===== config.mk =====
export PLATFORM = sky130hd
export DESIGN_NAME = ysyx_24100012_ifu
export DESIGN_NICKNAME = d
export VERILOG_FILES = /design/src/rtl/ysyx_24100012_ifu_pkg.sv /design/src/rtl/ysyx_24100012_ifu_reg.sv /design/src/rtl/ysyx_24100012_ifu.sv
export SDC_FILE = /design/constraint.sdc
export NUM_CORES = 1
export LEC_CHECK = 0
export CELL_PAD_IN_SITES_DETAIL_PLACEMENT = 2
export CELL_PAD_IN_SITES_GLOBAL_PLACEMENT = 2
export CORE_ASPECT_RATIO = 0.75
export CORE_MARGIN = 4
export CORE_UTILIZATION = 17
export DETAILED_ROUTE_END_ITERATION = 6
export PLACE_DENSITY = 0.76
export SLEW_MARGIN = 15
export SYNTH_ARGS = -nofsm -noshare
export SYNTH_HDL_FRONTEND = slang
export SYNTH_SLANG_ARGS = --single-unit
export TNS_END_PERCENT = 20

===== constraint.sdc =====
create_clock -name clk -period 1.1 [get_ports clk]
set_input_delay 0.275 -clock clk [delete_from_list [all_inputs] [get_ports clk]]
set_output_delay 0.275 -clock clk [all_outputs]
set_load 0.01 [all_outputs]

===== src/rtl/ysyx_24100012_ifu_pkg.sv =====
// ----------------------------------------------------------------------------
// ysyx_24100012_ifu_pkg
// Shared definitions for the instruction fetch unit:
//   - ifu_state_t   : fetch FSM state encoding
//   - NOP_INST      : instruction substituted for faulted fetches (addi x0,x0,0)
//   - IFU_RESET_PC  : default first fetch address after reset
// ----------------------------------------------------------------------------
package ysyx_24100012_ifu_pkg;

    typedef enum logic [1:0] {
        S_REQ  = 2'd0,
        S_WAIT = 2'd1,
        S_OUT  = 2'd2,
        S_NPC  = 2'd3
    } ifu_state_t;

    localparam logic [31:0] NOP_INST     = 32'h0000_0013;
    localparam logic [31:0] IFU_RESET_PC = 32'h8000_0000;

endpackage


===== src/rtl/ysyx_24100012_ifu_reg.sv =====
// ----------------------------------------------------------------------------
// ysyx_24100012_Reg
// Generic write-enabled register with synchronous active-high reset.
//   clk, rst   : clock / synchronous reset (reset wins over wen)
//   din, wen   : load value and load enable
//   dout       : registered value, RESET_VAL after reset
// ----------------------------------------------------------------------------
module ysyx_24100012_Reg #(
    parameter int               WIDTH     = 1,
    parameter logic [WIDTH-1:0] RESET_VAL = '0
) (
    input  logic             clk,
    input  logic             rst,
    input  logic [WIDTH-1:0] din,
    input  logic             wen,
    output logic [WIDTH-1:0] dout
);

    always_ff @(posedge clk) begin
        if (rst) begin
            dout <= RESET_VAL;
        end else if (wen) begin
            dout <= din;
        end
    end

endmodule


===== src/rtl/ysyx_24100012_ifu.sv =====
// ----------------------------------------------------------------------------
// ysyx_24100012_ifu
// Instruction fetch unit: request -> wait for response -> present to decoder
// -> wait for next PC from execute -> request again.
//
// Ports:
//   clk, rst                          : clock, synchronous active-high reset
//   imem_req_valid/ready/addr         : fetch request to instruction memory
//   imem_resp_valid/data/err          : fetch response (err = access fault)
//   out_valid/ready/inst/pc/fault     : instruction handed to the decoder
//   npc_valid, npc                    : next PC from the execute stage
//
// Configuration macro:
//   YSYX_24100012_IFU_MISALIGN_EN - when defined, a PC with pc[1:0]!=0 is not
//   fetched; a faulted nop is presented to the decoder instead. When undefined
//   the low PC bits are ignored and the request goes out unchanged.
// ----------------------------------------------------------------------------
module ysyx_24100012_ifu
    import ysyx_24100012_ifu_pkg::*;
#(
    parameter int                    DATA_WIDTH = 32,
    parameter logic [DATA_WIDTH-1:0] RESET_PC   = DATA_WIDTH'(IFU_RESET_PC)
) (
    input  logic                  clk,
    input  logic                  rst,
    output logic                  imem_req_valid,
    input  logic                  imem_req_ready,
    output logic [DATA_WIDTH-1:0] imem_req_addr,
    input  logic                  imem_resp_valid,
    input  logic [DATA_WIDTH-1:0] imem_resp_data,
    input  logic                  imem_resp_err,
    output logic                  out_valid,
    input  logic                  out_ready,
    output logic [DATA_WIDTH-1:0] out_inst,
    output logic [DATA_WIDTH-1:0] out_pc,
    output logic                  out_fault,
    input  logic                  npc_valid,
    input  logic [DATA_WIDTH-1:0] npc
);

    localparam logic [DATA_WIDTH-1:0] NOP = DATA_WIDTH'(NOP_INST);

    ifu_state_t            state_reg;
    logic [DATA_WIDTH-1:0] pc_reg;
    logic [DATA_WIDTH-1:0] inst_reg;
    logic                  fault_reg;
    logic                  pc_wen;
    logic                  misaligned;

`ifdef YSYX_24100012_IFU_MISALIGN_EN
    assign misaligned = |pc_reg[1:0];
`else
    assign misaligned = 1'b0;
`endif

    // The PC only moves when execute delivers a next PC, either in the same
    // cycle as the decoder handshake or later while parked in S_NPC.
    assign pc_wen = npc_valid &
                    (((state_reg == S_OUT) & out_ready) | (state_reg == S_NPC));

    ysyx_24100012_Reg #(
        .WIDTH     (DATA_WIDTH),
        .RESET_VAL (RESET_PC)
    ) u_pc_reg (
        .clk  (clk),
        .rst  (rst),
        .din  (npc),
        .wen  (pc_wen),
        .dout (pc_reg)
    );

    always_ff @(posedge clk) begin
        if (rst) begin
            state_reg <= S_REQ;
            inst_reg  <= '0;
            fault_reg <= 1'b0;
        end else begin
            unique case (state_reg)
                S_REQ: begin
                    if (misaligned) begin
                        // Never touch memory with a misaligned PC; report it
                        // to the decoder as a faulted nop.
                        inst_reg  <= NOP;
                        fault_reg <= 1'b1;
                        state_reg <= S_OUT;
                    end else if (imem_req_ready) begin
                        state_reg <= S_WAIT;
                    end
                end
                S_WAIT: begin
                    if (imem_resp_valid) begin
                        inst_reg  <= imem_resp_err ? NOP : imem_resp_data;
                        fault_reg <= imem_resp_err;
                        state_reg <= S_OUT;
                    end
                end
                S_OUT: begin
                    if (out_ready) begin
                        state_reg <= npc_valid ? S_REQ : S_NPC;
                    end
                end
                S_NPC: begin
                    if (npc_valid) begin
                        state_reg <= S_REQ;
                    end
                end
                default: state_reg <= S_REQ;
            endcase
        end
    end

    // The address and decoder-side outputs come straight from registers, so
    // they are inherently stable while waiting for the respective handshake.
    assign imem_req_valid = (state_reg == S_REQ) & ~misaligned;
    assign imem_req_addr  = pc_reg;
    assign out_valid      = (state_reg == S_OUT);
    assign out_inst       = inst_reg;
    assign out_pc         = pc_reg;
    assign out_fault      = fault_reg;

endmodule


# Word-level counts from Yosys, hierarchy flattened
# Cells that the tools add are included.
dict set report totals {
  ff_bits 67
}
dict set report op_classes {
  n_eq_ne 7
  n_mux 7
  bitwise 3
  n_reduce_logical 3
}
# operator count
set op_table {}
lappend op_table {{32-bit 2-to-1 mux} 1}
lappend op_table {{2-bit 2-to-1 mux} 5}
lappend op_table {{2-bit one-hot mux with 4 select lines} 1}
lappend op_table {{2-bit == test (second input constant)} 2}
lappend op_table {{2-bit by 1-bit != test with 1-bit output (second input constant)} 2}
lappend op_table {{2-bit != test (second input constant)} 2}
lappend op_table {{4-bit AND reduction} 1}
lappend op_table {{1-bit bitwise AND} 2}
lappend op_table {{2-bit by 1-bit == test with 1-bit output (second input constant)} 1}
lappend op_table {{2-bit logical NOT} 1}
lappend op_table {{2-bit AND reduction} 1}
lappend op_table {{1-bit OR} 1}

# Longest topological paths before layout
# Gate-level depths: netlist of the first run.
dict set report depth {
  ltp_word 4
  mapped_depth 6
  mapped_depth_nobuf 3
}

# Cells and area by module
# A second synthesis of the first run with hierarchy kept.
dict set report unflattened {
  hier_cells 297
  area_unflattened_um2 2855.2
}
# module n_inst cells_per_inst area_per_inst_um2 seq_area_each_um2
set modules_own_cells {}
lappend modules_own_cells {ysyx_24100012_ifu 1 194 1689.1 700.7}
lappend modules_own_cells {ysyx_24100012_Reg 1 103 1166.1 640.6}

# Least setup slack after synthesis of the first run
# Ideal clock, no wire load.
dict set report synth_path {
  path_type {register to register}
  start {reg state_reg[1]}
  end {reg inst_reg[0] (netlist: out_inst[0])}
  setup_ns 0.120
  arrival_ns 1.002
  slack_ns -0.022
  stages_incl_launch_ff 7
  path_buffers 3
  period_less_slack_ns 1.122
  path_cell_list {dfxtp_1 -> buf_6 -> and3b_1 -> buf_4 -> buf_6 -> nor2_1 -> nor3_2}
}
dict set report synth_between {
  elab_chain_len 2
}
# item line_no
set synth_rtl {}
lappend synth_rtl {{start: declaration} ysyx_24100012_ifu.sv:43} ;# ifu_state_t state_reg;
lappend synth_rtl {{start signal: assignment} ysyx_24100012_ifu.sv:99} ;# state_reg <= npc_valid ? S_REQ : S_NPC;
lappend synth_rtl {{2-bit by 1-bit == test with 1-bit output} ysyx_24100012_ifu.sv:78} ;# unique case (state_reg)
lappend synth_rtl {{2-bit AND reduction (no line)} n/a}
lappend synth_rtl {{end signal: assignment} ysyx_24100012_ifu.sv:92} ;# inst_reg <= imem_resp_err ? NOP : imem_resp_data;
lappend synth_rtl {{end: declaration} ysyx_24100012_ifu.sv:45} ;# logic [DATA_WIDTH-1:0] inst_reg;
# Every way passes these cells.
# A chain may end at the register's enable or synchronous reset.

# Worst setup path in the final report of the first run
dict set report layout_path {
  start {reg state_reg[1]}
  end {reg inst_reg[16] (netlist: out_inst[16])}
}
# The elaborated chain is that of the path after synthesis.

==> flow_summary.ini, run 1 <==
[worst_setup_path]
crit_fanout = 33
regToRegSetupSlack_ns = -0.16
crit_start = state_reg[1]
reg2reg_to = out_inst[16]
worstPathRequired_ns = 1.36
worstPathCellList = buf_6, and3b_2, buf_12, nand3b_1, a21oi_2
reg2reg_from = state_reg[1]
cpMaxStageDelayCell = dfxtp_2
crit_type = register to register
crit_path_end_kind = register
cp.arrival_ns = 1.52
cp-start-kind = register
r2r_cells = 5
slowest_delay_ns = 0.32

[global_routing]
grtUsageMet2_pct = 20.0
grt_pass1_wl_um = 17400
grt_pass1_vias = 3158
grt-ovfl-total = 0
grt_antenna_before_repair = 0
gr-usage-all-layers_pct = 11.8
use_met3_pct = 3.59
grt-busiest-layer = met2
grt_max_degree = 38
grtUsageMet1_pct = 14.8

[timing]
hold_viol = 0
clock_skew_ns = 0.00681
setup_ws_ns = -0.159
slew_viol_final = 0
post-route-period-util_pct = 114
fmax_ghz = 0.794
final.setup.tns_ns = -6.94
rsz0062_at_grt = yes
setup_viol = 71
period_needed_ns = 1.26
worst_slew_pin_slew_ns = 0.221
relSlewSlack_pct = 85.1

[hold_path]
holdCritStartpoint = rst
hold_depth = 3
min_path_type = input port to register
min_to = state_reg[0]

[pwr]
vdd.ir_drop.worst_v = 0.000632
powerDensity_mw_per_mm2 = 1290
p_leak_nw = 1.92

[routing]
via_count = 2871
drtIter0Drc = 83
wirelength_um = 11400
ant_nets = 0
drc = 0
vias_per_cell = 4.14
drt-wirelength-per-cell_um = 16.4
first_pass_iters = 6

[logic_synthesis]
synthesis.area_mm2 = 0.00277
ys_seq_area_share_pct = 48.5
syn_inst = 333
ys_types = 19
synthesis.nets = 404
avgSynthCellArea_um2 = 8.31
yosys-top-cells-area = dfxtp_1, nand2_1, a21oi_1
synth_area_leader_cell = dfxtp_1
yosys_warnings = 0
synth.top_cell.area_share_pct = 48.5
synth-seq-cells = 67

[finish]
fill_cells = 1793
nNetsFinal = 549
area_delta_synth_final_pct = 77.2
design_area_mm2 = 0.00490
n_antenna_cell = 0
final_cell_count_no_fill = 693
drive_gt1_share_pct = 47.2

[placement]
placed_cells = 669
place_area_mm2 = 0.00449
dp_hpwl_um = 8110
io_buffers = 169
gp_congestion = 0.748

[clock_network]
cts_sinks = 67
htree_levels = 3
cts_tree = yes
cts_hold_repair.buffers = 0
clk_pin_slew_ns = 0.06
cts_made_buffers = 9
clock-root-buffer = clkbuf_16
clk_latency_ns = 0.33
clock_path_buffers = 2

[flow_run]
drv_cap = 0

[floorplan]
die_w_um = 155
coreArea_mm2 = 0.0160
start_util_pct = 17.3
io_pins = 170
dieArea_mm2 = 0.0184
chipHeight_um = 118
row_count = 40

[outcome]
violations = setup timing
outcome = complete, but fails checks
## layout by cell type (no fill, tap or decap)
cell and count:
and3b_2 1, o21ai_0 2, a21oi_1 47, o211a_4 1, o211ai_2 1, dfxtp_2 45, clkdlybuf4s50_1 69, clkbuf_16 11
nand2_2 4, clkdlybuf4s15_2 1, nand3b_1 30, dfxtp_1 6, nor3_4 1, nor3_1 2, buf_12 5, nor2b_1 1
o31ai_1 1, dfxtp_4 16, clkinvlp_4 1, nor2_1 5, buf_4 14, clkbuf_8 1, buf_6 47, nor3_2 6
bufinv_16 1, nand2_1 90, a21oi_2 15, buf_2 54, clkbuf_1 1, clkinv_2 3, or3_1 1
## Yosys cell counts
| cell type | count |
|---|---|
| o21ai_0 | 2 |
| nor2b_1 | 1 |
| nand3b_1 | 30 |
| buf_1 | 1 |
| nor2_1 | 5 |
| and3b_1 | 1 |
| buf_2 | 8 |
| o31ai_1 | 1 |
| buf_6 | 4 |
| nor3_1 | 6 |
| a21oi_1 | 62 |
| o211a_1 | 1 |
| dfxtp_1 | 67 |
| buf_4 | 37 |
| or3_1 | 1 |
| nor3_2 | 3 |
| clkbuf_1 | 8 |
| nand2_1 | 94 |
| o211ai_2 | 1 |
## where the power goes
part	total, mW	internal [mW]	switching (mW)
registers	2.54	2.48	0.0612
clock network	2.92	1.81	1.12
logic	0.873	0.492	0.381
total	6.34	4.78	1.56
## what timing repair did
action,4_1_cts,5_1_grt
endpoints found under the setup margin,166,147
buffers inserted,4,2
pin swaps,38,11
gates cloned,0,2
gates resized for setup,497,54
## kinds of logic after synthesis
family | Yosys count | synth area share, %
AOI/OAI and AO/OA | 67 | 12.7
buffers and inverters | 58 | 14.3
DFF | 67 | 48.5
and+or+nand+nor | 141 | 24.5
## how the worst max path moves through the flow
stage | end | slack (ns)
6_report | out_inst[16] | -0.16
5_1_grt | out_inst[3] | -0.25
4_1_cts | out_inst[3] | -0.17
3_5_place_dp | out_inst[3] | -0.49
3_3_place_gp | out_inst[6] | -0.43
2_1_floorplan | out_inst[12] | -0.009
## critical path, delay by kind of cell, from the launching register on
kind | cells | cell delay (ns)
simple gates | 2 | 0.38
compound gates | 1 | 0.16
flops | 1 | 0.32
buf+inv | 2 | 0.33
## layout make-up
cell class / count / area [um^2] / share of cell area, %
Timing Repair Buffer: 192 / 1760 / 35.8
Clock buffer: 11 / 243 / 4.95
Sequential cell: 67 / 1460 / 29.7
Clock inverter: 5 / 52.6 / 1.07
Multi-Input combinational cell: 208 / 1130 / 23.0
Tap cell: 210 / 263 / 5.36
## per-stage QoR
stage | hold slack (ns) | setup WS (ns) | total power [mW] | util, %
floorplan | 0.402 | -0.00905 | 2.94 | -
global placement | 0.443 | -0.428 | 3.45 | 28.2
detailed placement | 0.458 | -0.485 | 3.48 | 28.2
CTS | 0.365 | -0.173 | 6.44 | 29.1
global route | 0.399 | -0.247 | 6.64 | 30.7
finish | 0.367 | -0.159 | 6.34 | 30.7
## routing by layer
metal | up-vias | wire length [um] | share of wire [%]
met1 | 1398 | 4970 | 44
met5 | - | 0 | 0
met4 | 0 | 97 | 0.85
li1 | 1353 | - | -
met2 | 111 | 5490 | 48
met3 | 9 | 803 | 7.1
(Power assumes the default switching activity.)
==> inputs of run 2 (changes only) <==
Settings changed: SKIP_CTS_REPAIR_TIMING set to 1.
==> run 2 against run 1 <==
Against the previous run:
- the flow still finishes with violations (setup timing)
- routed wire length is 1.3% lower
- cell area shrank 2.5%
- clock skew decreased by 0.00054 ns
- non-clock buffer count is 2 lower
- setup slack worse by 0.0053 ns
- critical path depth unchanged
- die area unchanged
- utilization fell by 0.78 points
- critical path type unchanged
- largest power group unchanged
- hold slack lost 0.0033 ns
- via count increased by 0.35%
- total power is 0.39% lower
- final cell count shrank 0.29%
==> flow_summary.ini, run 2 (synthesis gave the netlist of run 1 again) <==
[worst_setup_path]
crit_fanout = 17
r2r_cells = 5
cp.arrival_ns = 1.51
reg2reg_from = state_reg[1]
worstPathRequired_ns = 1.35
reg2reg_to = out_inst[3]
cp-start-kind = register
crit_type = register to register
regToRegSetupSlack_ns = -0.16
crit_path_end_kind = register

[outcome]
outcome = complete, but fails checks
violations = setup timing

[pwr]
p_sw_share_pct = 24.4
p_leak_nw = 1.90
pwr-share-comb_pct = 13.4
p_sw_mw = 1.54
clkPwrFrac_pct = 46.2
power_frac_seq_pct = 40.4
vdd.ir_drop.worst_v = 0.000632
internal_power_mw = 4.78
powerDensity_mw_per_mm2 = 1320

[clock_network]
clock_path_buffers = 2
cts_made_buffers = 9
cts_sinks = 67
htree_levels = 3
clk_pin_slew_ns = 0.06
clock-root-buffer = clkbuf_16
cts_tree = yes
clk_latency_ns = 0.33

[routing]
ant_nets = 0
vias_per_cell = 4.17
drc = 0
drtIter0Drc = 80
wirelength_um = 11200
drt-wirelength-per-cell_um = 16.2
via_count = 2881
first_pass_iters = 4

[timing]
setup_viol = 68
slew_viol_final = 0
period_needed_ns = 1.26
clock_skew_ns = 0.00627
setup_ws_ns = -0.164
worst_slew_pin_slew_ns = 0.224
hold_viol = 0
rsz0062_at_grt = yes
relSlewSlack_pct = 85.0
fmax_ghz = 0.791
post-route-period-util_pct = 115

[flow_run]
drv_cap = 0

[global_routing]
gr-usage-all-layers_pct = 11.7
grt_pass1_vias = 3155
grt_antenna_before_repair = 0
grt_max_degree = 38
grt-ovfl-total = 0
grt_pass1_wl_um = 17200

[placement]
placed_cells = 669
io_buffers = 169
dp_hpwl_um = 8110
place_area_mm2 = 0.00449
gp_congestion = 0.748

[hold_path]
min_to = state_reg[0]
holdCritStartpoint = rst
min_path_type = input port to register
hold_depth = 3

[finish]
nNetsFinal = 547
drive_gt1_share_pct = 44.7
final_cell_count_no_fill = 691
area_delta_synth_final_pct = 72.7
final_common_cell = nand2_1
n_antenna_cell = 0
final_cell_mix = nand2_1, clkdlybuf4s50_1, a21oi_1
design_area_mm2 = 0.00478

[floorplan]
dieArea_mm2 = 0.0184
io_pins = 170
start_util_pct = 17.3
die_w_um = 155
row_count = 40
chipHeight_um = 118
coreArea_mm2 = 0.0160
run 2: worst max path at each step:
stage,to,startpoint,slack (ns),cells after the start
2_1_floorplan,out_inst[12],state_reg[1],-0.009,6
3_3_place_gp,out_inst[6],imem_resp_valid,-0.43,5
3_5_place_dp,out_inst[3],imem_resp_valid,-0.49,5
4_1_cts,out_valid,state_reg[0],-0.59,2
5_1_grt,out_inst[3],state_reg[1],-0.24,5
6_report,out_inst[3],state_reg[1],-0.16,5
run 2: area by class of cell:
cell class,count,area (um^2)
Fill cell,1798,11200
Sequential cell,67,1440
Clock buffer,11,243
Timing Repair Buffer,190,1700
Multi-Input combinational cell,208,1080
Clock inverter,5,52.6
Tap cell,210,263
run 2: power by group through the flow:
stage               clock (mW)  combinational [mW]  sequential [mW]
finish                    2.92               0.845             2.55
global route              3.14               0.919             2.57
CTS                       3.04               0.879             2.56
detailed placement           0               0.876             2.61
global placement             0               0.848             2.60
floorplan                    0               0.320             2.62
run 2: critical path, stage by stage (launching register included):
cell and delay (ns):
dfxtp_2 0.32, buf_6 0.13, and3b_2 0.30, buf_12 0.17
nand3b_1 0.09, a21oi_1 0.16
run 2: per-layer routing:
metal	wire length [um]	track usage [%]
met5	0	0
met1	4950	14.6
met3	826	3.95
met2	5340	19.3
met4	99	2.95
run 2: per-stage QoR:
stage / TNS [ns] / power [mW] / worst slack [ns] / utilization [%] / hold slack [ns]
global placement: -29.45 / 3.45 / -0.428 / 28.2 / 0.443
global route: -12.61 / 6.62 / -0.242 / 29.9 / 0.396
finish: -7.05 / 6.31 / -0.164 / 29.9 / 0.364
floorplan: -0.188 / 2.94 / -0.00905 / - / 0.402
detailed placement: -34.70 / 3.48 / -0.485 / 28.2 / 0.458
CTS: -56.23 / 6.48 / -0.590 / 30.0 / 0.374
==> inputs of run 3 (changes only) <==
Settings changed: CTS_CLUSTER_DIAMETER set to 50, TNS_END_PERCENT 20 to unset.
==> run 3 against run 2 <==
Against the previous run:
- the run still ends with setup timing left
- global-route usage decreased by 0.066 points
- non-clock buffer count increased by 13
- clock skew increased by 0.00074 ns
- utilization increased by 5.3 points
- register-to-register slack got worse by 0.02 ns
- critical path type unchanged
- critical endpoint is now u_pc_reg.dout[22]
- highest routed layer unchanged
==> flow_summary.ini, run 3 (synthesis gave the netlist of run 1 again) <==
[outcome]
outcome = complete, but fails checks
violations = setup timing

[pwr]
pwr-share-comb_pct = 16.6
p_leak_nw = 2.11
p_sw_share_pct = 25.0
power_frac_seq_pct = 40.6
powerDensity_mw_per_mm2 = 1110
p_sw_mw = 1.57
power_mw = 6.27
clkPwrFrac_pct = 42.8
vdd.ir_drop.worst_v = 0.000564
internal_power_mw = 4.70

[clock_network]
clk_pin_slew_ns = 0.06
cts_tree = yes
cts_sinks = 67
clock-root-buffer = clkbuf_16
cts_made_buffers = 9
htree_levels = 3
clock_path_buffers = 2
clk_latency_ns = 0.33

[worst_setup_path]
regToRegSetupSlack_ns = -0.18
cp-start-kind = register
reg2reg_to = u_pc_reg.dout[22]
crit_path_end_kind = register
worstPathRequired_ns = 1.36
cp.arrival_ns = 1.54
r2r_cells = 6
crit_type = register to register
crit_fanout = 8
reg2reg_from = state_reg[0]

[finish]
drive_gt1_share_pct = 59.5
nNetsFinal = 560
final_common_cell = buf_6
final_cell_mix = buf_6, clkdlybuf4s50_1, nand2_1
finish.utilization_pct = 35.2
design_area_mm2 = 0.00563
area_delta_synth_final_pct = 103

[global_routing]
grt_max_degree = 34
grt_pass1_wl_um = 16800
gr-usage-all-layers_pct = 11.6
grt_antenna_before_repair = 1
grt-ovfl-total = 0
grt_pass1_vias = 3107

[timing]
rsz0062_at_grt = yes
setup_ws_ns = -0.181
post-route-period-util_pct = 116
slew_viol_final = 0
worst_slew_pin_slew_ns = 0.398
fmax_ghz = 0.781
period_needed_ns = 1.28
relSlewSlack_pct = 73.5
hold_viol = 0
setup_viol = 73
clock_skew_ns = 0.00700

[routing]
wl_met3_um = 825
top_layer = met4
ant_nets = 0
wirelength_um = 12400
drt-wirelength-per-cell_um = 17.6
drc = 0
first_pass_iters = 4
drtIter0Drc = 64
wl_met1_um = 5100
via_count = 2910
met2_length_um = 6300
vias_per_cell = 4.13

[placement]
gp_congestion = 0.748
io_buffers = 169
place_ws_ns = -0.466
place_area_mm2 = 0.00454
dp_hpwl_um = 8230

[floorplan]
dieArea_mm2 = 0.0184
row_count = 40
die_w_um = 155
chipHeight_um = 118
io_pins = 170
coreArea_mm2 = 0.0160
start_util_pct = 17.3

[flow_run]
drv_cap = 0

[hold_path]
holdCritStartpoint = rst
min_path_type = input port to register
hold_depth = 2
min_to = state_reg[0]
run 3: worst max-delay path by stage:
stage,from,endpoint,slack (ns)
finish,state_reg[0],u_pc_reg.dout[22],-0.18
global route,state_reg[0],u_pc_reg.dout[22],-0.25
CTS,state_reg[1],out_valid,-0.64
detailed placement,imem_resp_valid,out_inst[1],-0.47
global placement,imem_resp_valid,out_inst[4],-0.40
floorplan,state_reg[1],out_inst[0],-0.008
run 3: critical path, cell delays in order, from the launching register on:
cell	delay, ns
dfxtp_4	0.36
buf_6	0.13
o211ai_4	0.20
buf_6	0.15
buf_12	0.15
nand2_1	0.08
a21oi_2	0.12
run 3: power by group through the flow:
stage	sequential, mW	clock [mW]	combinational (mW)
CTS	2.56	2.79	0.890
detailed placement	2.61	0	0.886
floorplan	2.62	0	0.322
global placement	2.60	0	0.860
finish	2.54	2.69	1.04
global route	2.55	2.91	1.11
run 3: final cells by class:
| cell class | instances | area [um^2] |
|---|---|---|
| Multi-Input combinational cell | 208 | 1430 |
| Fill cell | 1694 | 10300 |
| Timing Repair Buffer | 203 | 2160 |
| Clock buffer | 14 | 264 |
| Tap cell | 210 | 263 |
| Antenna cell | 1 | 2.50 |
| Sequential cell | 67 | 1490 |
| Clock inverter | 2 | 10.0 |
run 3: layer usage:
metal / global-route usage (%) / vias to the layer above
met5: 0 / -
met4: 3.61 / 0
met3: 4.80 / 12
met2: 19.8 / 100
met1: 13.2 / 1415
li1: - / 1383
run 3: through the flow:
| stage | instances | TNS [ns] | hold slack, ns |
|---|---|---|---|
| 2_1_floorplan | 333 | -0.0226 | 0.402 |
| 3_3_place_gp | 675 | -29.55 | 0.446 |
| 3_5_place_dp | 675 | -34.17 | 0.456 |
| 4_1_cts | 691 | -55.04 | 0.264 |
| 5_1_grt | 705 | -13.71 | 0.282 |
| 6_report | 705 | -8.22 | 0.267 |
